--- src/rtl/apb_pkg.sv ---
`default_nettype none
// ============================================================================
// Module  : apb_pkg
// Brief   : Shared widths, FSM state encoding and command/response records
//           for the APB master bridge.
// Revision: 1.0 - initial release
// ============================================================================
package apb_pkg;

   localparam int c_ADDR_W = 10;
   localparam int c_DATA_W = 32;

   typedef enum logic [1:0] {
      IDLE   = 2'd0,
      SETUP  = 2'd1,
      ACCESS = 2'd2,
      RESP   = 2'd3
   } apb_mst_state_t;

   typedef struct packed {
      logic                write;
      logic [c_ADDR_W-1:0] addr;
      logic [c_DATA_W-1:0] wdata;
   } apb_cmd_t;

   typedef struct packed {
      logic [c_DATA_W-1:0] rdata;
      logic                error;
   } apb_rsp_t;

endpackage
`default_nettype wire

--- src/rtl/apb_if.sv ---
`default_nettype none
// ============================================================================
// Module  : apb_if
// Brief   : APB3 bus signal bundle with master and slave views.
// Revision: 1.0 - initial release
// ============================================================================
interface apb_if
   import apb_pkg::*;
#(
   parameter int ADDR_W = c_ADDR_W,
   parameter int DATA_W = c_DATA_W
) ();

   logic              PSEL;
   logic [ADDR_W-1:0] PADDR;
   logic              PENABLE;
   logic              PWRITE;
   logic [DATA_W-1:0] PWDATA;
   logic [DATA_W-1:0] PRDATA;
   logic              PREADY;

   modport master (
      output PSEL, PADDR, PENABLE, PWRITE, PWDATA,
      input  PRDATA, PREADY
   );

   modport slave (
      input  PSEL, PADDR, PENABLE, PWRITE, PWDATA,
      output PRDATA, PREADY
   );

endinterface
`default_nettype wire

--- src/rtl/apb_wait_timer.sv ---
`default_nettype none
// ============================================================================
// Module  : apb_wait_timer
// Brief   : Counts ACCESS-phase wait cycles and flags the cycle in which the
//           TIMEOUT_CYCLES-th consecutive wait would occur.
// Revision: 1.0 - initial release
// ============================================================================
module apb_wait_timer
   import apb_pkg::*;
#(
   parameter int TIMEOUT_CYCLES = 16
) (
   input  wire logic clk,
   input  wire logic rst_n,
   input  wire logic i_active,
   input  wire logic i_pready,
   output logic      o_expired
);

   localparam int                 c_CNT_W = $clog2(TIMEOUT_CYCLES + 1);
   localparam logic [c_CNT_W-1:0] c_LIMIT = c_CNT_W'(TIMEOUT_CYCLES);
   localparam logic [c_CNT_W-1:0] c_LAST  = c_CNT_W'(TIMEOUT_CYCLES - 1);

   logic [c_CNT_W-1:0] r_count;

   // Held at zero outside ACCESS so every transfer starts a fresh count.
   always_ff @(posedge clk or negedge rst_n) begin
      if (!rst_n) begin
         r_count <= '0;
      end else if (!i_active) begin
         r_count <= '0;
      end else if (!i_pready && (r_count != c_LIMIT)) begin
         r_count <= r_count + c_CNT_W'(1);
      end
   end

   assign o_expired = i_active && (r_count == c_LAST);

endmodule
`default_nettype wire

--- src/rtl/apb_master_bridge.sv ---
`default_nettype none
// ============================================================================
// Module  : apb_master_bridge
// Brief   : Single-outstanding valid/ready command channel to APB3 master.
//           Optional ACCESS-phase timeout enabled by macro APB_TIMEOUT_EN.
// Revision: 1.0 - initial release
// ============================================================================
module apb_master_bridge
   import apb_pkg::*;
#(
   parameter int ADDR_W         = c_ADDR_W,
   parameter int DATA_W         = c_DATA_W,
   parameter int TIMEOUT_CYCLES = 16
) (
   input  wire logic              PCLK,
   input  wire logic              PRESETn,
   input  wire logic              cmd_valid,
   output logic                   cmd_ready,
   input  wire logic              cmd_write,
   input  wire logic [ADDR_W-1:0] cmd_addr,
   input  wire logic [DATA_W-1:0] cmd_wdata,
   output logic                   rsp_valid,
   input  wire logic              rsp_ready,
   output logic [DATA_W-1:0]      rsp_rdata,
   output logic                   rsp_error,
   apb_if.master                  apb
);

   apb_mst_state_t    r_state;
   apb_mst_state_t    w_state_nxt;
   logic              r_cmd_ready;
   logic [ADDR_W-1:0] r_paddr;
   logic [DATA_W-1:0] r_pwdata;
   logic              r_pwrite;
   logic [DATA_W-1:0] r_rdata;
   logic              r_error;
   logic              w_load;
   logic              w_capture;
   logic              w_abort;
   logic              w_tmo_expired;

`ifdef APB_TIMEOUT_EN
   logic w_in_access;
   assign w_in_access = (r_state == ACCESS);

   apb_wait_timer #(
      .TIMEOUT_CYCLES (TIMEOUT_CYCLES)
   ) u_wait_timer (
      .clk       (PCLK),
      .rst_n     (PRESETn),
      .i_active  (w_in_access),
      .i_pready  (apb.PREADY),
      .o_expired (w_tmo_expired)
   );
`else
   localparam int c_unused_tmo = TIMEOUT_CYCLES;
   assign w_tmo_expired = 1'b0;
`endif

   always_ff @(posedge PCLK or negedge PRESETn) begin
      if (!PRESETn) begin
         r_state <= IDLE;
      end else begin
         r_state <= w_state_nxt;
      end
   end

   always_comb begin
      w_state_nxt = r_state;
      w_load      = 1'b0;
      w_capture   = 1'b0;
      w_abort     = 1'b0;
      case (r_state)
         IDLE: begin
            if (cmd_valid && r_cmd_ready) begin
               w_load      = 1'b1;
               w_state_nxt = SETUP;
            end
         end
         SETUP: begin
            w_state_nxt = ACCESS;
         end
         ACCESS: begin
            // A slave answering on the expiry cycle still wins.
            if (apb.PREADY) begin
               w_capture   = 1'b1;
               w_state_nxt = RESP;
            end else if (w_tmo_expired) begin
               w_abort     = 1'b1;
               w_state_nxt = RESP;
            end
         end
         RESP: begin
            if (rsp_ready) begin
               w_state_nxt = IDLE;
            end
         end
         default: begin
            w_state_nxt = IDLE;
         end
      endcase
   end

   // cmd_ready is registered from the next state so it is valid in the very
   // first IDLE cycle after a response handshake.
   always_ff @(posedge PCLK or negedge PRESETn) begin
      if (!PRESETn) begin
         r_cmd_ready <= 1'b0;
         r_paddr     <= '0;
         r_pwdata    <= '0;
         r_pwrite    <= 1'b0;
         r_rdata     <= '0;
         r_error     <= 1'b0;
      end else begin
         r_cmd_ready <= (w_state_nxt == IDLE);
         if (w_load) begin
            r_paddr  <= cmd_addr;
            r_pwdata <= cmd_wdata;
            r_pwrite <= cmd_write;
            r_error  <= 1'b0;
         end
         if (w_capture) begin
            r_rdata <= r_pwrite ? '0 : apb.PRDATA;
            r_error <= 1'b0;
         end else if (w_abort) begin
            r_rdata <= '0;
            r_error <= 1'b1;
         end
      end
   end

   assign apb.PSEL    = (r_state == SETUP) || (r_state == ACCESS);
   assign apb.PENABLE = (r_state == ACCESS);
   assign apb.PADDR   = r_paddr;
   assign apb.PWDATA  = r_pwdata;
   assign apb.PWRITE  = r_pwrite;

   assign cmd_ready = r_cmd_ready;
   assign rsp_valid = (r_state == RESP);
   assign rsp_rdata = r_rdata;
   assign rsp_error = r_error;

endmodule
`default_nettype wire

--- src/flat_wrapper.sv ---
// flat-port wrapper written by rule: the top's interface ports become plain ports
module apb_master_bridge_flat import apb_pkg::*;
#(
   parameter int ADDR_W         = c_ADDR_W,
   parameter int DATA_W         = c_DATA_W,
   parameter int TIMEOUT_CYCLES = 16
)
  (PCLK, PRESETn, cmd_valid, cmd_ready, cmd_write, cmd_addr, cmd_wdata, rsp_valid, rsp_ready, rsp_rdata, rsp_error, apb_PSEL, apb_PADDR, apb_PENABLE, apb_PWRITE, apb_PWDATA, apb_PRDATA, apb_PREADY);
  apb_if #(.ADDR_W(ADDR_W), .DATA_W(DATA_W)) apb_i ();
  input  wire logic PCLK;
  input  wire logic PRESETn;
  input  wire logic cmd_valid;
  output logic cmd_ready;
  input  wire logic cmd_write;
  input  wire logic [ADDR_W-1:0] cmd_addr;
  input  wire logic [DATA_W-1:0] cmd_wdata;
  output logic rsp_valid;
  input  wire logic rsp_ready;
  output logic [DATA_W-1:0] rsp_rdata;
  output logic rsp_error;
  output wire logic [$bits(apb_i.PSEL)-1:0] apb_PSEL;
  output wire logic [$bits(apb_i.PADDR)-1:0] apb_PADDR;
  output wire logic [$bits(apb_i.PENABLE)-1:0] apb_PENABLE;
  output wire logic [$bits(apb_i.PWRITE)-1:0] apb_PWRITE;
  output wire logic [$bits(apb_i.PWDATA)-1:0] apb_PWDATA;
  input wire logic [$bits(apb_i.PRDATA)-1:0] apb_PRDATA;
  input wire logic [$bits(apb_i.PREADY)-1:0] apb_PREADY;
  assign apb_PSEL = apb_i.PSEL;
  assign apb_PADDR = apb_i.PADDR;
  assign apb_PENABLE = apb_i.PENABLE;
  assign apb_PWRITE = apb_i.PWRITE;
  assign apb_PWDATA = apb_i.PWDATA;
  assign apb_i.PRDATA = apb_PRDATA;
  assign apb_i.PREADY = apb_PREADY;
  apb_master_bridge #(.ADDR_W(ADDR_W), .DATA_W(DATA_W), .TIMEOUT_CYCLES(TIMEOUT_CYCLES)) u_core (.PCLK(PCLK), .PRESETn(PRESETn), .cmd_valid(cmd_valid), .cmd_ready(cmd_ready), .cmd_write(cmd_write), .cmd_addr(cmd_addr), .cmd_wdata(cmd_wdata), .rsp_valid(rsp_valid), .rsp_ready(rsp_ready), .rsp_rdata(rsp_rdata), .rsp_error(rsp_error), .apb(apb_i));
endmodule
--- config.mk ---
export PLATFORM = sky130hd
export DESIGN_NAME = apb_master_bridge_flat
export DESIGN_NICKNAME = d
export VERILOG_FILES = /design/src/rtl/apb_pkg.sv /design/src/rtl/apb_if.sv /design/src/rtl/apb_wait_timer.sv /design/src/rtl/apb_master_bridge.sv /design/src/flat_wrapper.sv
export SDC_FILE = /design/constraint.sdc
export NUM_CORES = 1
export LEC_CHECK = 0
export BUFFER_PORTS_ARGS = -buffer_cell sky130_fd_sc_hd__clkbuf_2
export CORE_ASPECT_RATIO = 0.8
export CORE_MARGIN = 3
export CORE_UTILIZATION = 45
export DETAILED_ROUTE_END_ITERATION = 6
export PLACE_DENSITY = 0.84
export SYNTH_ARGS = -nofsm -noshare
export SYNTH_HDL_FRONTEND = slang
export SYNTH_SLANG_ARGS = --single-unit
export TNS_END_PERCENT = 100
--- constraint.sdc ---
create_clock -name PCLK -period 2 [get_ports PCLK]
set_input_delay 0.2 -clock PCLK [delete_from_list [all_inputs] [get_ports PCLK]]
set_output_delay 0.2 -clock PCLK [all_outputs]
set_load 0.02 [all_outputs]
==> results_tabular.tex <==
\begin{tabular}{lr}
\hline
Metric & Value \\
\hline
\multicolumn{2}{l}{\textbf{Floorplanning}} \\
Die H & $\sim$81 um \\
Total die area & $\sim$8000 um2 \\
Number of top-level pins & 160 \\
Chip Width & 99.5 um \\
Placeable core area & $\sim$6600 um2 \\
Cell Rows & 26 \\
Starting density of the core & between 40\% and 50\% \\
\multicolumn{2}{l}{\textbf{Synthesis}} \\
Area share of xor/xnor cells in the synthesized design & 0\% \\
Yosys cell types & 24 \\
Post-Synthesis Cells & 255 \\
Yosys top cell by area & sky130\_fd\_sc\_hd\_\_dfrtp\_1 \\
Average cell area after synthesis & 12.3 um2 \\
Compound-gate portion of the synthesized area & around 6.6\% \\
Number of warnings reported in the yosys synthesis log & 0 \\
Synthesized-area fraction occupied by and/or/nand/nor cells & around an eighth \\
Post-synthesis share of cell area spent on full adders, half adders and majority gates & $\sim$1.6\% \\
Flip-flop and latch count after synthesis & 78 \\
Fraction of synthesized area in multiplexers & 15.4\% \\
Netlist area before placement & $\sim$3100 um2 \\
Leading cell types by total area after synthesis & sky130\_fd\_sc\_hd\_\_dfrtp\_1 (62\%), sky130\_fd\_sc\_hd\_\_mux2\_2 (15\%), sky130\_fd\_sc\_hd\_\_nand2b\_1 (6.4\%) \\
Combinational family with the most area after synthesis & multiplexers \\
Area fraction of the dominant cell type after synthesis & 62.0\% \\
Net Count, Synth & 339 \\
Fraction of the yosys area taken by sequential cells & 62.0\% \\
\multicolumn{2}{l}{\textbf{Drt}} \\
Residual DRC & 0 \\
Post-route antenna net violation count & 0 \\
DRT Wirelength & 7.03 mm \\
Iteration-0 DRC count of the detailed router & 53 \\
Vias after detailed routing & between 2000 and 2500 \\
Detailed Routing Iterations Pass 1 & 4 \\
Via-to-Cell Ratio & 4.69 \\
Per-cell routed wire length & 14.0 um \\
\multicolumn{2}{l}{\textbf{Final layout}} \\
Final Instance Count excl. Fillers & 502 \\
Leading cell type in the layout, fill and taps excluded & sky130\_fd\_sc\_hd\_\_clkbuf\_2 \\
Fraction of final layout cells sized beyond drive strength 1 & approximately 53\% \\
Antenna cells & 0 \\
Area growth from synthesis to layout & 34.1\% \\
Number of nets in the finished design & 498 \\
Top library cells by usage in the layout, fill and taps aside & sky130\_fd\_sc\_hd\_\_clkbuf\_2 (157), sky130\_fd\_sc\_hd\_\_dfrtp\_1 (78), sky130\_fd\_sc\_hd\_\_mux2\_2 (43) \\
\multicolumn{2}{l}{\textbf{Placed design}} \\
Post-detailed-placement half-perimeter wirelength & between 5 and 6 mm \\
Count of buffers from port buffering & 158 \\
Dpl cells & 486 \\
Placement Setup Slack & 0.267 ns \\
Final weighted congestion of routability-driven global placement & 0.785 \\
\multicolumn{2}{l}{\textbf{CTS}} \\
Clock transition at the register clock pins on the worst setup and hold paths after CTS & 0.08 ns \\
Number of clock sinks & 78 \\
Clk\_lat worst skew & $\sim$0.33 ns \\
TritonCTS clock tree & built \\
Number of instances resized during post-cts repair & 0 \\
Buffer levels on the longest clock path & 2 \\
CTS root buf & sky130\_fd\_sc\_hd\_\_clkbuf\_8 \\
Number of levels the H-tree was split into & 3 \\
Setup Buffers After CTS & 0 \\
Number of buffers created by CTS & 9 \\
\multicolumn{2}{l}{\textbf{STA}} \\
Clock period minus final worst setup slack & $\sim$1.7 ns \\
Actual slew at the worst max-slew pin & 0.766 ns \\
Pins over their slew limit & 0 \\
Final critical-path setup slack & 0.258 ns \\
Final Cycle Share & 87.1\% \\
Setup skew after layout & just under 0.007 ns \\
Headroom to the max-slew limit & 48.9\% \\
Max Fclk & 0.574 GHz \\
Setup\_tns & 0 ns \\
Number of failing setup endpoints in the final timing report & 0 \\
Unrepaired setup endpoints after global routing & false \\
Total count of hold-check failures in the final report & 0 \\
\multicolumn{2}{l}{\textbf{Critical path}} \\
Beginning of the worst register-to-register path & u\_core.r\_state[0]\$\_DFF\_PN0\_ \\
Crit path launch & u\_core.r\_state[0]\$\_DFF\_PN0\_ \\
Worst setup EP type & flop \\
Kind of start point of the critical path & flop \\
Arrival time worst endpoint & slightly below 2 ns \\
CP max FO & 64 \\
Required time of the critical path & between 2 and 2.5 ns \\
Start-to-end type of the worst setup path & flop to flop \\
\multicolumn{2}{l}{\textbf{Hold path}} \\
Path type of the worst min-delay path & primary input to flop \\
HP Start & cmd\_addr[3] \\
\multicolumn{2}{l}{\textbf{Power}} \\
PwrDens & 1730 nW/um2 \\
Static leakage & 0.00221 uW \\
Worst supply voltage drop on vdd & between 0.0008 and 0.0009 V \\
Sum of internal, switching and leakage power & 7290 uW \\
\multicolumn{2}{l}{\textbf{GRT}} \\
Wire length of the first global-routing pass & 11.3 mm \\
Remaining Overflow, GRT & 0 \\
Number of global-route vias before repair & 2454 \\
Maximum number of pins on one net before global-route repair & 65 \\
Combined global-route utilization of all metal layers & 18.0\% \\
Number of antenna violations at the first check in global routing & 0 \\
\multicolumn{2}{l}{\textbf{Run status}} \\
Outcome & complete, no violations \\
\multicolumn{2}{l}{\textbf{Job}} \\
Max-cap violations & 0 \\
\hline
\end{tabular}
[per-stage QoR]
stage               util, %  hold slack, ns  cell area, um2
floorplan                 -         -0.0956            3150
global placement       61.2           0.168            4020
detailed placement     61.2           0.182            4020
CTS                    64.2          0.0742            4220
global route           64.2          0.0688            4220
finish                 64.2          0.0907            4220
[flip-flops by register name (all words and copies together) (netlist names)]
register and flops:
u_core.apb.PADDR 10, u_core.apb.PWDATA 32, u_core.apb.PWRITE 1, u_core.cmd_ready 1, u_core.r_state 2, u_core.rsp_rdata 32
[what timing repair did]
action / in CTS / in global routing
endpoints found under the setup margin: 0 / 0
endpoints found under the hold margin: 33 / 0
hold buffers: 1 / 0
[power by group]
group | switching, uW | total (uW) | internal [uW]
sequential | 480 | 2830 | 2350
clock | 523 | 1120 | 600
combinational | 1970 | 3340 | 1370
[worst paths after layout]
check | end | slack, ns | depth (start not counted)
max in group asynchronous | u_core.apb.PWDATA[24]$_DFFE_PN0P_ | 1.04 | 3
worst max register to register | u_core.rsp_rdata[6]$_DFFE_PN0P_ | 0.26 | 5
min in group asynchronous | u_core.apb.PWDATA[12]$_DFFE_PN0P_ | 0.37 | 2
worst min-delay path | u_core.apb.PADDR[3]$_DFFE_PN0P_ | 0.09 | 2
worst min register to register | u_core.rsp_rdata[18]$_DFFE_PN0P_ | 0.48 | 2
worst max-delay path | u_core.rsp_rdata[6]$_DFFE_PN0P_ | 0.26 | 5
[cells by family (layout without fill, tap and decap cells)]
kind of cell / count (synthesis) / count (layout)
multiplexers: 43 / 43
adder cells (fa/ha/maj): 4 / 4
AND/OR/NAND/NOR: 74 / 74
other: 1 / 1
flip-flops: 78 / 78
buffers and inverters: 17 / 180
AO/OA/AOI/OAI: 38 / 38
[layer usage]
| layer | part of all wire [%] | track usage (%) | wire length, um | up-vias |
|---|---|---|---|---|
| met3 | 7.1 | 5.49 | 496 | 11 |
| met5 | 0 | 0 | 0 | - |
| met1 | 39 | 20.5 | 2770 | 1089 |
| li1 | - | - | - | 1167 |
| met2 | 51 | 31.8 | 3620 | 85 |
| met4 | 2.1 | 7.23 | 147 | 0 |
[cell usage after synthesis, drive strengths merged]
library cell	count
nand3	1
a21bo	1
clkbuf	9
nor3	2
inv	2
a21oi	1
a2bb2o	1
a211o	1
nor2b	1
mux2	43
nand2b	32
buf	6
nor4	1
ha	4
dfrtp	78
a31oi	1
o21ai	32
nand2	33
nor2	4
a21o	1
conb	1
[critical path: stages, from the launching register on]
cell and delay, ns:
sky130_fd_sc_hd__dfrtp_1 0.44, sky130_fd_sc_hd__inv_1 0.11, sky130_fd_sc_hd__ha_1 0.29, sky130_fd_sc_hd__nand2_2 0.10, sky130_fd_sc_hd__buf_4 0.44, sky130_fd_sc_hd__o21ai_0 0.20
[layout make-up]
cell class	instances	area, um2
Clock buffer	11	141
Clock inverter	4	47.5
Fill cell	553	2350
Inverter	2	7.51
Multi-Input combinational cell	160	1120
Sequential cell	78	1950
Tap cell	84	105
Timing Repair Buffer	163	846
(Power assumes the default switching activity.)
